===== config.mk =====
export PLATFORM = sky130hd
export DESIGN_NAME = video_timing_gen
export DESIGN_NICKNAME = d
export VERILOG_FILES = /design/src/rtl/video_timing_pkg.sv /design/src/rtl/video_timing_regs.sv /design/src/rtl/video_timing_gen.sv
export SDC_FILE = /design/constraint.sdc
export NUM_CORES = 1
export LEC_CHECK = 0
export CAP_MARGIN = 20
export CORE_ASPECT_RATIO = 0.8
export CORE_MARGIN = 4
export CORE_UTILIZATION = 58
export CTS_CLUSTER_SIZE = 16
export DETAILED_ROUTE_END_ITERATION = 8
export PLACE_DENSITY_LB_ADDON = 0.25
export SLEW_MARGIN = 10
export SYNTH_ARGS = -nofsm -noshare
export SYNTH_HDL_FRONTEND = slang
export SYNTH_SLANG_ARGS = --single-unit
export TNS_END_PERCENT = 10

===== constraint.sdc =====
create_clock -name clk -period 2.93 [get_ports clk]
set_clock_uncertainty 0.15 [all_clocks]
set_input_delay 0.4395 -clock clk [delete_from_list [all_inputs] [get_ports clk]]
set_output_delay 0.4395 -clock clk [all_outputs]
set_load 0.02 [all_outputs]

===== src/rtl/video_timing_pkg.sv =====
// rtl/video_timing_pkg.sv - register map, flag layout and mode constants for video_timing_gen
package video_timing_pkg;

    localparam logic [3:0] ADDR_H_ACT    = 4'd0;
    localparam logic [3:0] ADDR_H_SS     = 4'd1;
    localparam logic [3:0] ADDR_H_SE     = 4'd2;
    localparam logic [3:0] ADDR_H_LAST   = 4'd3;
    localparam logic [3:0] ADDR_V_ACT    = 4'd4;
    localparam logic [3:0] ADDR_V_SS     = 4'd5;
    localparam logic [3:0] ADDR_V_SE     = 4'd6;
    localparam logic [3:0] ADDR_V_LAST   = 4'd7;
    localparam logic [3:0] ADDR_FLAGS    = 4'd8;
    localparam logic [3:0] ADDR_IRQ_LINE = 4'd9;

    localparam int FLAG_VPOL     = 0;
    localparam int FLAG_HPOL     = 1;
    localparam int FLAG_VREP_LSB = 2;
    localparam int FLAG_VREP_MSB = 3;
    localparam int FLAGS_W       = 4;

    localparam int VGA640_H_ACT  = 640;
    localparam int VGA640_H_SS   = 656;
    localparam int VGA640_H_SE   = 752;
    localparam int VGA640_H_LAST = 799;
    localparam int VGA640_V_ACT  = 480;
    localparam int VGA640_V_SS   = 490;
    localparam int VGA640_V_SE   = 492;
    localparam int VGA640_V_LAST = 524;

    localparam int SD704_H_ACT   = 704;
    localparam int SD704_H_SS    = 746;
    localparam int SD704_H_SE    = 854;
    localparam int SD704_H_LAST  = 909;
    localparam int SD704_V_ACT   = 480;
    localparam int SD704_V_SS    = 490;
    localparam int SD704_V_SE    = 492;
    localparam int SD704_V_LAST  = 524;

endpackage


===== src/rtl/video_timing_regs.sv =====
// rtl/video_timing_regs.sv - pending/live timing register bank with frame-end commit
module video_timing_regs
    import video_timing_pkg::*;
#(
    parameter int HW         = 10,
    parameter int VW         = 10,
    parameter int DEF_H_ACT  = VGA640_H_ACT,
    parameter int DEF_H_SS   = VGA640_H_SS,
    parameter int DEF_H_SE   = VGA640_H_SE,
    parameter int DEF_H_LAST = VGA640_H_LAST,
    parameter int DEF_V_ACT  = VGA640_V_ACT,
    parameter int DEF_V_SS   = VGA640_V_SS,
    parameter int DEF_V_SE   = VGA640_V_SE,
    parameter int DEF_V_LAST = VGA640_V_LAST
) (
    input  logic          clk,
    input  logic          reset_n,
    input  logic          cfg_wr,
    input  logic [3:0]    cfg_addr,
    input  logic [11:0]   cfg_wdata,
    input  logic          commit,
    output logic [HW-1:0] h_act,
    output logic [HW-1:0] h_ss,
    output logic [HW-1:0] h_se,
    output logic [HW-1:0] h_last,
    output logic [VW-1:0] v_act,
    output logic [VW-1:0] v_ss,
    output logic [VW-1:0] v_se,
    output logic [VW-1:0] v_last,
    output logic [1:0]    vrep,
    output logic          hpol,
    output logic          vpol,
    output logic [VW-1:0] irq_line
);

    localparam logic [HW-1:0] H_DEF [4] = '{HW'(DEF_H_ACT), HW'(DEF_H_SS), HW'(DEF_H_SE), HW'(DEF_H_LAST)};
    localparam logic [VW-1:0] V_DEF [4] = '{VW'(DEF_V_ACT), VW'(DEF_V_SS), VW'(DEF_V_SE), VW'(DEF_V_LAST)};

    logic [HW-1:0]      h_pend_q [4];
    logic [HW-1:0]      h_live_q [4];
    logic [VW-1:0]      v_pend_q [4];
    logic [VW-1:0]      v_live_q [4];
    logic [FLAGS_W-1:0] flags_pend_q;
    logic [FLAGS_W-1:0] flags_live_q;
    logic [VW-1:0]      irq_line_q;
    logic               unused_wdata;

    assign unused_wdata = ^cfg_wdata;

    // Commit reads the pending set as it stood before this cycle's write.
    always_ff @(posedge clk or negedge reset_n) begin
        if (!reset_n) begin
            h_pend_q     <= H_DEF;
            h_live_q     <= H_DEF;
            v_pend_q     <= V_DEF;
            v_live_q     <= V_DEF;
            flags_pend_q <= '0;
            flags_live_q <= '0;
            irq_line_q   <= '0;
        end else begin
            if (commit) begin
                h_live_q     <= h_pend_q;
                v_live_q     <= v_pend_q;
                flags_live_q <= flags_pend_q;
            end
            if (cfg_wr) begin
                case (cfg_addr)
                    ADDR_H_ACT, ADDR_H_SS, ADDR_H_SE, ADDR_H_LAST:
                        h_pend_q[cfg_addr[1:0]] <= cfg_wdata[HW-1:0];
                    ADDR_V_ACT, ADDR_V_SS, ADDR_V_SE, ADDR_V_LAST:
                        v_pend_q[cfg_addr[1:0]] <= cfg_wdata[VW-1:0];
                    ADDR_FLAGS:    flags_pend_q <= cfg_wdata[FLAGS_W-1:0];
                    ADDR_IRQ_LINE: irq_line_q   <= cfg_wdata[VW-1:0];
                    default: ;
                endcase
            end
        end
    end

    assign h_act    = h_live_q[0];
    assign h_ss     = h_live_q[1];
    assign h_se     = h_live_q[2];
    assign h_last   = h_live_q[3];
    assign v_act    = v_live_q[0];
    assign v_ss     = v_live_q[1];
    assign v_se     = v_live_q[2];
    assign v_last   = v_live_q[3];
    assign vrep     = flags_live_q[FLAG_VREP_MSB:FLAG_VREP_LSB];
    assign hpol     = flags_live_q[FLAG_HPOL];
    assign vpol     = flags_live_q[FLAG_VPOL];
    assign irq_line = irq_line_q;

endmodule


===== src/rtl/video_timing_gen.sv =====
// rtl/video_timing_gen.sv - programmable raster timing generator: counters, syncs, blanking, strobes
module video_timing_gen
    import video_timing_pkg::*;
#(
    parameter int HW         = 10,
    parameter int VW         = 10,
    parameter int DEF_H_ACT  = VGA640_H_ACT,
    parameter int DEF_H_SS   = VGA640_H_SS,
    parameter int DEF_H_SE   = VGA640_H_SE,
    parameter int DEF_H_LAST = VGA640_H_LAST,
    parameter int DEF_V_ACT  = VGA640_V_ACT,
    parameter int DEF_V_SS   = VGA640_V_SS,
    parameter int DEF_V_SE   = VGA640_V_SE,
    parameter int DEF_V_LAST = VGA640_V_LAST
) (
    input  logic          clk,
    input  logic          reset_n,
    input  logic          cfg_wr,
    input  logic [3:0]    cfg_addr,
    input  logic [11:0]   cfg_wdata,
    output logic [HW-1:0] hpos,
    output logic          hsync,
    output logic          vsync,
    output logic          hblank,
    output logic          vblank,
    output logic          blank,
    output logic          hlast,
    output logic [VW-1:0] vpos,
    output logic          vnext,
    output logic          vnewframe,
    output logic          line_irq
);

    logic [HW-1:0] h_act, h_ss, h_se, h_last;
    logic [VW-1:0] v_act, v_ss, v_se, v_last, irq_line;
    logic [1:0]    vrep;
    logic          hpol, vpol;

    logic [HW-1:0] hcnt_q, hcnt_d;
    logic [VW-1:0] vcnt_q, vcnt_d;
    logic [VW-1:0] vpos_q, vpos_d;
    logic [1:0]    rcnt_q, rcnt_d;
    logic          vnewframe_q, line_irq_q;
    logic          frame_end, rep_last, hs_act, vs_act, irq_hit;

    video_timing_regs #(
        .HW(HW), .VW(VW),
        .DEF_H_ACT(DEF_H_ACT), .DEF_H_SS(DEF_H_SS), .DEF_H_SE(DEF_H_SE), .DEF_H_LAST(DEF_H_LAST),
        .DEF_V_ACT(DEF_V_ACT), .DEF_V_SS(DEF_V_SS), .DEF_V_SE(DEF_V_SE), .DEF_V_LAST(DEF_V_LAST)
    ) u_regs (
        .clk(clk), .reset_n(reset_n), .cfg_wr(cfg_wr), .cfg_addr(cfg_addr), .cfg_wdata(cfg_wdata),
        .commit(frame_end),
        .h_act(h_act), .h_ss(h_ss), .h_se(h_se), .h_last(h_last),
        .v_act(v_act), .v_ss(v_ss), .v_se(v_se), .v_last(v_last),
        .vrep(vrep), .hpol(hpol), .vpol(vpol), .irq_line(irq_line)
    );

    assign hlast     = (hcnt_q == h_last);
    assign frame_end = hlast && (vcnt_q == v_last);
    assign rep_last  = (rcnt_q == vrep);

    always_comb begin
        hcnt_d = hcnt_q + 1'b1;
        vcnt_d = vcnt_q;
        rcnt_d = rcnt_q;
        vpos_d = vpos_q;
        if (hlast) begin
            hcnt_d = '0;
            if (frame_end) begin
                vcnt_d = '0;
                rcnt_d = '0;
                vpos_d = '0;
            end else begin
                vcnt_d = vcnt_q + 1'b1;
                if (rep_last) begin
                    rcnt_d = '0;
                    vpos_d = vpos_q + 1'b1;
                end else begin
                    rcnt_d = rcnt_q + 1'b1;
                end
            end
        end
    end

    assign irq_hit = (vpos_q == irq_line) && (rcnt_q == 2'd0) && (hcnt_q == h_act);

    always_ff @(posedge clk or negedge reset_n) begin
        if (!reset_n) begin
            hcnt_q      <= '0;
            vcnt_q      <= '0;
            rcnt_q      <= '0;
            vpos_q      <= '0;
            vnewframe_q <= 1'b0;
            line_irq_q  <= 1'b0;
        end else begin
            hcnt_q      <= hcnt_d;
            vcnt_q      <= vcnt_d;
            rcnt_q      <= rcnt_d;
            vpos_q      <= vpos_d;
            vnewframe_q <= hlast && (vcnt_d == v_act);
            line_irq_q  <= irq_hit;
        end
    end

    // Degenerate windows (se <= ss, last < act) simply never match.
    assign hs_act    = (hcnt_q >= h_ss) && (hcnt_q < h_se);
    assign vs_act    = (vcnt_q >= v_ss) && (vcnt_q < v_se);
    assign hsync     = ~(hs_act ^ hpol);
    assign vsync     = ~(vs_act ^ vpol);
    assign hblank    = (hcnt_q >= h_act);
    assign vblank    = (vcnt_q >= v_act);
    assign blank     = hblank | vblank;
    assign hpos      = hcnt_q;
    assign vpos      = vpos_q;
    assign vnext     = hlast && rep_last;
    assign vnewframe = vnewframe_q;
    assign line_irq  = line_irq_q;

endmodule


==> metrics, run 1 <==
status=complete, but fails checks; failing checks=negative setup slack; measured slew at the worst slew-check pin=approximately 790 ps; crit end category=output port; Max Slew Vio Count=0; crit path kind=flip-flop to output port; predominant post-synthesis flop cell=dfrtp_1; Worst EP required=around 2300 ps; cell taking the most area after synthesis=dfrtp_1; largest net degree at the start of global routing=74; clk root buf=clkbuf_16; Die Wd=approximately 160 µm; post-synthesis cell type count=just over 60; Stages on worst setup path=9; layout net count=approximately 1100; Gate Count Post-Synth=873; pwr dens=just under 1000 nW/µm²; VDD IR max=0.5093 mV; post-placement cell area=about 11000 µm²; CP Launch Type=flip-flop; Hold WC Path Type=flip-flop to flip-flop; Reg2Reg Depth=10; vias in the first global route=around 7000; worst path cell trace=ha_1 > a21o_1 > a21o_1 > a21oi_2 > nor2_1 > a2111oi_2 > o221ai_2 > xor2_1 > buf_4; vias=between 6000 and 7000; Die Area=19970 µm²; Layout Cell Area excl Fill=12330 µm²; minimum clock period=between 3000 and 4000 ps; Reg-to-Reg End=vnewframe$_DFF_PN0_; critical path's slowest cell=dfrtp_1; Core Region=between 15000 and 20000 µm²; Worst slew margin=a little under half; commonest cells after routing, fill and taps aside=139 x dfrtp_1, 124 x mux2_2, 79 x nand2_1; routability cong.=0.9047; 1st-iter DRT viols=roughly 450; CTS clk-pin slew, worst paths=60 ps; iteration count of the initial detailed-routing pass=6; commonest non-fill, non-tap cell in the layout=dfrtp_1; Async SR Flop Fraction=100.0%; YS warnings=0; worst path buffer plus inverter count=1; global-route wire length before repair=37.96 mm; CP most frequent cell=a21o_1; RSZ-0062 raised after global routing=true; Num CTS Buffers=22; Top delay family on crit path=compound AO/OA/AOI/OAI gates; initial antenna violation count=1; Layout fillers=1237; routed len/inst=between 15 and 20 µm; routed wire length=~23 mm; Largest stage delay, worst path=between 400 and 500 ps; clk_lat worst skew=500 ps; Avg Cell Area, Syn=11.80 µm²; total track usage=24.14%; Area growth, synth to finish=19.74%; Synth Cell Area=~10000 µm²; DP HPWL=15.88 mm; MaxCap Viol Count=0; Remaining DRCs=0; Max FO, Critical Path=4; crit share post-route=112.0%; layout cell share with drive strength beyond 1=between 30% and 40%; Initial Utilization=slightly below 60%; register area share after synthesis=a little over half; HP Start=u_regs.h_pend_q[34]$_DFFE_PN0P_; Final setup viols=5; row count=43; # IOs=48; gr ovfl total=0; H-tree depth=1; reg2reg setup slack=50 ps; CTS tree=done; post-synth top area share=between 30 and 40%; Reg-to-Reg Start=hpos[7]$_DFF_PN0_; final hold vios=0; number of flops mapped to enable cells by yosys=0; Longest Clk Path Bufs=3; clk sinks=around 210; Synth Register Bits=between 200 and 250; Synth Net Count=about 950; CP Data Arrival Time=2690 ps; Pleak=approximately 5.4 nW; port bufs=45; fmax=0.3047 GHz; Antenna Violating Nets Remaining=0; Die Y=127.2 µm; Hold Path End=u_regs.h_act[4]$_DFFE_PN0N_; fin worst setup slack=-351.9 ps; Synth area leaders=dfrtp_1 34%, dfstp_2 18%, mux2_2 14%; worst hold path depth=2; vias per cell=about 5.6; total power=around 12 mW
worst register-to-register path, cell delays in order, from the launching register on:
cell and delay [ps]:
dfrtp_1 460, buf_4 200, xnor2_1 130, nand4_1 140
nor4_4 340, buf_12 200, nor2b_4 280, mux2i_1 210
nand4_1 150, a2111oi_2 340, and3_1 220
sequential cells by signal, indices dropped and copies added, names as in the netlist, 2 cells and up:
register / flops
u_regs.v_ss: 10
vcnt_q: 10
u_regs.v_se: 10
u_regs.v_pend_q: 40
u_regs.h_se: 10
u_regs.h_last: 10
hpos: 10
vpos: 10
u_regs.h_ss: 10
u_regs.h_act: 10
rcnt_q: 2
u_regs.flags_live_q: 4
u_regs.flags_pend_q: 4
u_regs.v_act: 10
u_regs.h_pend_q: 40
u_regs.irq_line: 10
u_regs.v_last: 10
stage by stage:
stage	util, %	worst slack, ps	TNS (ps)	hold slack, ps	cells
3_5_place_dp	65.85	-441.4	-1343	312.1	1175
6_report	70.97	-351.9	-1149	322.0	1219
3_3_place_gp	65.85	-422.3	-1189	306.2	1175
5_1_grt	70.96	-461.0	-1841	344.3	1218
4_1_cts	70.89	-352.6	-1373	324.7	1217
2_1_floorplan	-	4.855	0	-6.091	873
worst max-delay path by stage:
stage,start,slack [ps],to
after global routing,vcnt_q[1]$_DFF_PN0_,-460,vsync
after floorplan,vcnt_q[0]$_DFF_PN0_,5,blank
final,vcnt_q[1]$_DFF_PN0_,-350,vsync
after global placement,vcnt_q[0]$_DFF_PN0_,-420,vsync
after CTS,vcnt_q[0]$_DFF_PN0_,-350,blank
after detailed placement,vcnt_q[0]$_DFF_PN0_,-440,blank
synth_stat cells, types with 4 or more instances:
cell      instances
xnor2_1          29
nand4_1          12
ha_1             62
xor2_1           26
buf_1             5
o221ai_1          5
and3_1            9
inv_1            65
nor3_1            4
nor2b_1           4
o21ai_0          74
nand2b_1          9
nand3_1           8
dfrtp_1         140
mux2_2          124
a21o_1           15
or3_1             4
buf_2            12
nor2_1           29
clkbuf_1         11
nand2_1          79
o31ai_1           5
dfstp_2          72
a21oi_1          14
layer usage:
metal  track usage [%]  routed length (µm)
met1             36.58               11230
met2             36.45               10340
met3             4.741                1022
met4             5.408                 517
met5                 0                   0
what timing repair did:
| item | CTS | global route |
|---|---|---|
| endpoints found under the setup margin | 7 | 16 |
| setup buffers | 1 | 1 |
| endpoints found under the hold margin | 49 | 0 |
| hold buffers | 1 | 0 |
| pin swaps | 15 | 3 |
| resized for setup | 37 | 8 |
kinds of logic after synthesis:
family	after synthesis	synth area share (%)
multiplexers	126	13.75
AO/OA/AOI/OAI	136	8.127
AND/OR/NAND/NOR	181	8.941
adder cells (fa/ha/maj)	62	7.532
buffers and inverters	98	4.009
flip-flops	212	52.38
XOR/XNOR	58	5.260
power breakdown:
group	internal [mW]	total (mW)	switching [mW]
registers	4.06	4.61	0.550
logic	2.20	4.47	2.27
clock network	1.91	3.04	1.13
total	8.17	12.1	3.96
layout make-up:
cell class / instances / area, µm² / area share (%)
well taps: 225 / 281.5 / 2.283
clock buffers: 31 / 655.6 / 5.316
flip-flops and latches: 212 / 5396 / 43.76
diodes: 1 / 2.502 / 0.02029
inverters: 65 / 244.0 / 1.978
multi-input cells: 563 / 4563 / 37.00
clock inverters: 9 / 147.6 / 1.197
repair buffers: 113 / 1042 / 8.451
Power figures use the tool's default switching activity.
==> run 2, diff against run 1 <==
CORE_MARGIN = 2   (was 4)
==> run 2 against run 1 <==
  * Sequential power about the same
  * Fmax up 0.34%
  * Combinational power up 6.0%
  * Worst setup slack better by 11 ps
  * Clock-buffer cell count up 1
  * Sequential share of layout area about the same
  * Hold slack worse by 1.6 ps
  * The flow still finishes with violations (negative setup slack)
  * Critical path type unchanged
  * Die area down 5.6%
==> metrics, run 2 (synthesis results as in run 1) <==
routed len/inst=19.09 µm (+0.69%); total power=12.03 mW (-0.84%); Reg2Reg Depth=11 (+1); fin worst setup slack=-340.8 ps (+11.13 ps); gr ovfl total=0 (unchanged); Die Area=18850 µm² (-5.6%); routed wire length=23.52 mm (+1.8%); largest net degree at the start of global routing=68 (-8.1%); routability cong.=0.9307 (+2.9%); Max FO, Critical Path=4 (unchanged); Layout Cell Area excl Fill=12330 µm² (about the same); crit path kind=flip-flop to output port; iteration count of the initial detailed-routing pass=5 (-1); dpl cells=1192 (+1.4%); H-tree depth=1 (unchanged); Num CTS Buffers=21 (-4.5%); row count=43 (unchanged); CP Launch Type=flip-flop; Hold WC Path Type=flip-flop to flip-flop; Core Region=17380 µm² (unchanged); fmax=0.3057 GHz (+0.34%); Core Util, Final=70.94% (about the same); clk sinks=212 (unchanged); Die Y=123.2 µm (-3.1%); port bufs=45 (unchanged); DP HPWL=16.59 mm (+4.5%); critical path's slowest cell=dfrtp_2; Final setup viols=4 (-1); CTS tree=done; initial antenna violation count=1 (unchanged); global-route wire length before repair=37.53 mm (-1.1%); pwr dens=975.7 nW/µm² (-0.80%); Max Slew Vio Count=0 (unchanged); status=complete, but fails checks; CTS clk-pin slew, worst paths=60 ps (about the same); commonest cells after routing, fill and taps aside=139 x dfrtp_1, 124 x mux2_2, 80 x buf_4; Post-Layout Cell Count=1232 (+1.1%); minimum clock period=3271 ps (-11.13 ps); crit end category=output port; layout cell share with drive strength beyond 1=34.26% (+0.52 points); Worst slew margin=48.03% (+0.69 points); commonest non-fill, non-tap cell in the layout=dfrtp_1; total track usage=25.64% (+1.5 points); Die Wd=153.0 µm (-2.5%); post-placement cell area=11530 µm² (+0.79%); Layout fillers=1264 (+2.2%); clk_lat worst skew=500 ps (about the same); worst hold path depth=2 (unchanged); Antenna Violating Nets Remaining=0 (unchanged); Hold Slack=320.4 ps (-1.560 ps); 1st-iter DRT viols=313 (-30%); CP Data Arrival Time=2680 ps (about the same); area of the multi-input gates=4589 µm² (+0.58%); Worst EP required=2340 ps (about the same); Largest regs=u_regs.h_pend_q (40), u_regs.v_pend_q (40); Longest Clk Path Bufs=3 (unchanged); clk root buf=clkbuf_16; MaxCap Viol Count=0 (unchanged); Remaining DRCs=0 (unchanged); VDD IR max=0.5617 mV (+10%); final hold vios=0 (unchanged); layout net count=1074 (+1.5%); measured slew at the worst slew-check pin=777.2 ps (-10.32 ps); Pleak=5.419 nW (about the same); RSZ-0062 raised after global routing=true; Largest stage delay, worst path=440 ps (about the same); Area growth, synth to finish=19.69% (about the same); register area=5396 µm² (unchanged); Inserted Diodes=0 (-1); worst path cell trace=ha_1 > a21o_1 > a21o_1 > a21oi_2 > buf_4 > nor2_4 > a2111oi_4 > o221ai_2 > xor2_1 > buf_4; Initial Utilization=59.27% (unchanged); failing checks=negative setup slack; vias per cell=5.670 (+0.69%); vias in the first global route=6854 (-1.9%); vias=6986 (+1.8%); # IOs=48 (unchanged); crit share post-route=111.6% (-0.38 points)
[run 2: stage by stage]
step	setup TNS [ps]	worst slack (ps)
5_1_grt	-1783	-429.9
6_report	-1120	-340.8
2_1_floorplan	0	4.855
3_5_place_dp	-1342	-392.2
4_1_cts	-1112	-335.2
3_3_place_gp	-1208	-384.2
[run 2: final cells by class]
type	count	share of cell area [%]
Sequential cell	212	43.77
Multi-Input combinational cell	563	37.23
Timing Repair Buffer	130	9.347
Clock buffer	32	4.760
Tap cell	225	2.284
Inverter	65	1.979
Clock inverter	5	0.6292
[run 2: repair_timing]
item,in CTS,in global routing
hold buffers,1,0
setup endpoints to repair,8,8
pin swaps,24,5
resized for setup,51,4
buffers inserted,2,0
hold endpoints to repair,37,0
[run 2: path summary, 6_finish.rpt]
path	start	end	slack, ps
setup / recovery	vcnt_q[1]$_DFF_PN0_	vsync	-340
hold / removal	u_regs.h_pend_q[22]$_DFFE_PN0P_	u_regs.h_ss[2]$_DFFE_PN0N_	320
setup reg to reg	vcnt_q[4]$_DFF_PN0_	vnewframe$_DFF_PN0_	100
hold reg to reg	u_regs.h_pend_q[22]$_DFFE_PN0P_	u_regs.h_ss[2]$_DFFE_PN0N_	320
max in group asynchronous	reset_n	u_regs.v_pend_q[35]$_DFFE_PN1P_	1480
min in group asynchronous	reset_n	u_regs.h_act[6]$_DFFE_PN0N_	340
[run 2: report_power, final]
group          internal, mW  leakage (nW)  switching (mW)
Clock                  1.56         0.320            1.10
Sequential             4.06          2.56           0.566
Combinational          2.40          2.54            2.35
Total                  8.02          5.42            4.01
[run 2: per-layer routing]
layer	GRT usage (%)	part of all wire [%]	vias to the layer above
li1	-	-	3267
met1	38.75	50	3530
met2	39.32	44	153
met3	3.610	4.3	36
met4	6.944	2.4	0
met5	0	0	-
[run 2: critical path: cells and delay by family, from the launching register on]
| kind | cells | cell delay (ps) |
|---|---|---|
| AO/OA/AOI/OAI | 5 | 880 |
| flip-flops | 1 | 440 |
| buffers and inverters | 2 | 330 |
| adder cells (fa/ha/maj) | 1 | 280 |
| XOR/XNOR | 1 | 200 |
| AND/OR/NAND/NOR | 1 | 40 |
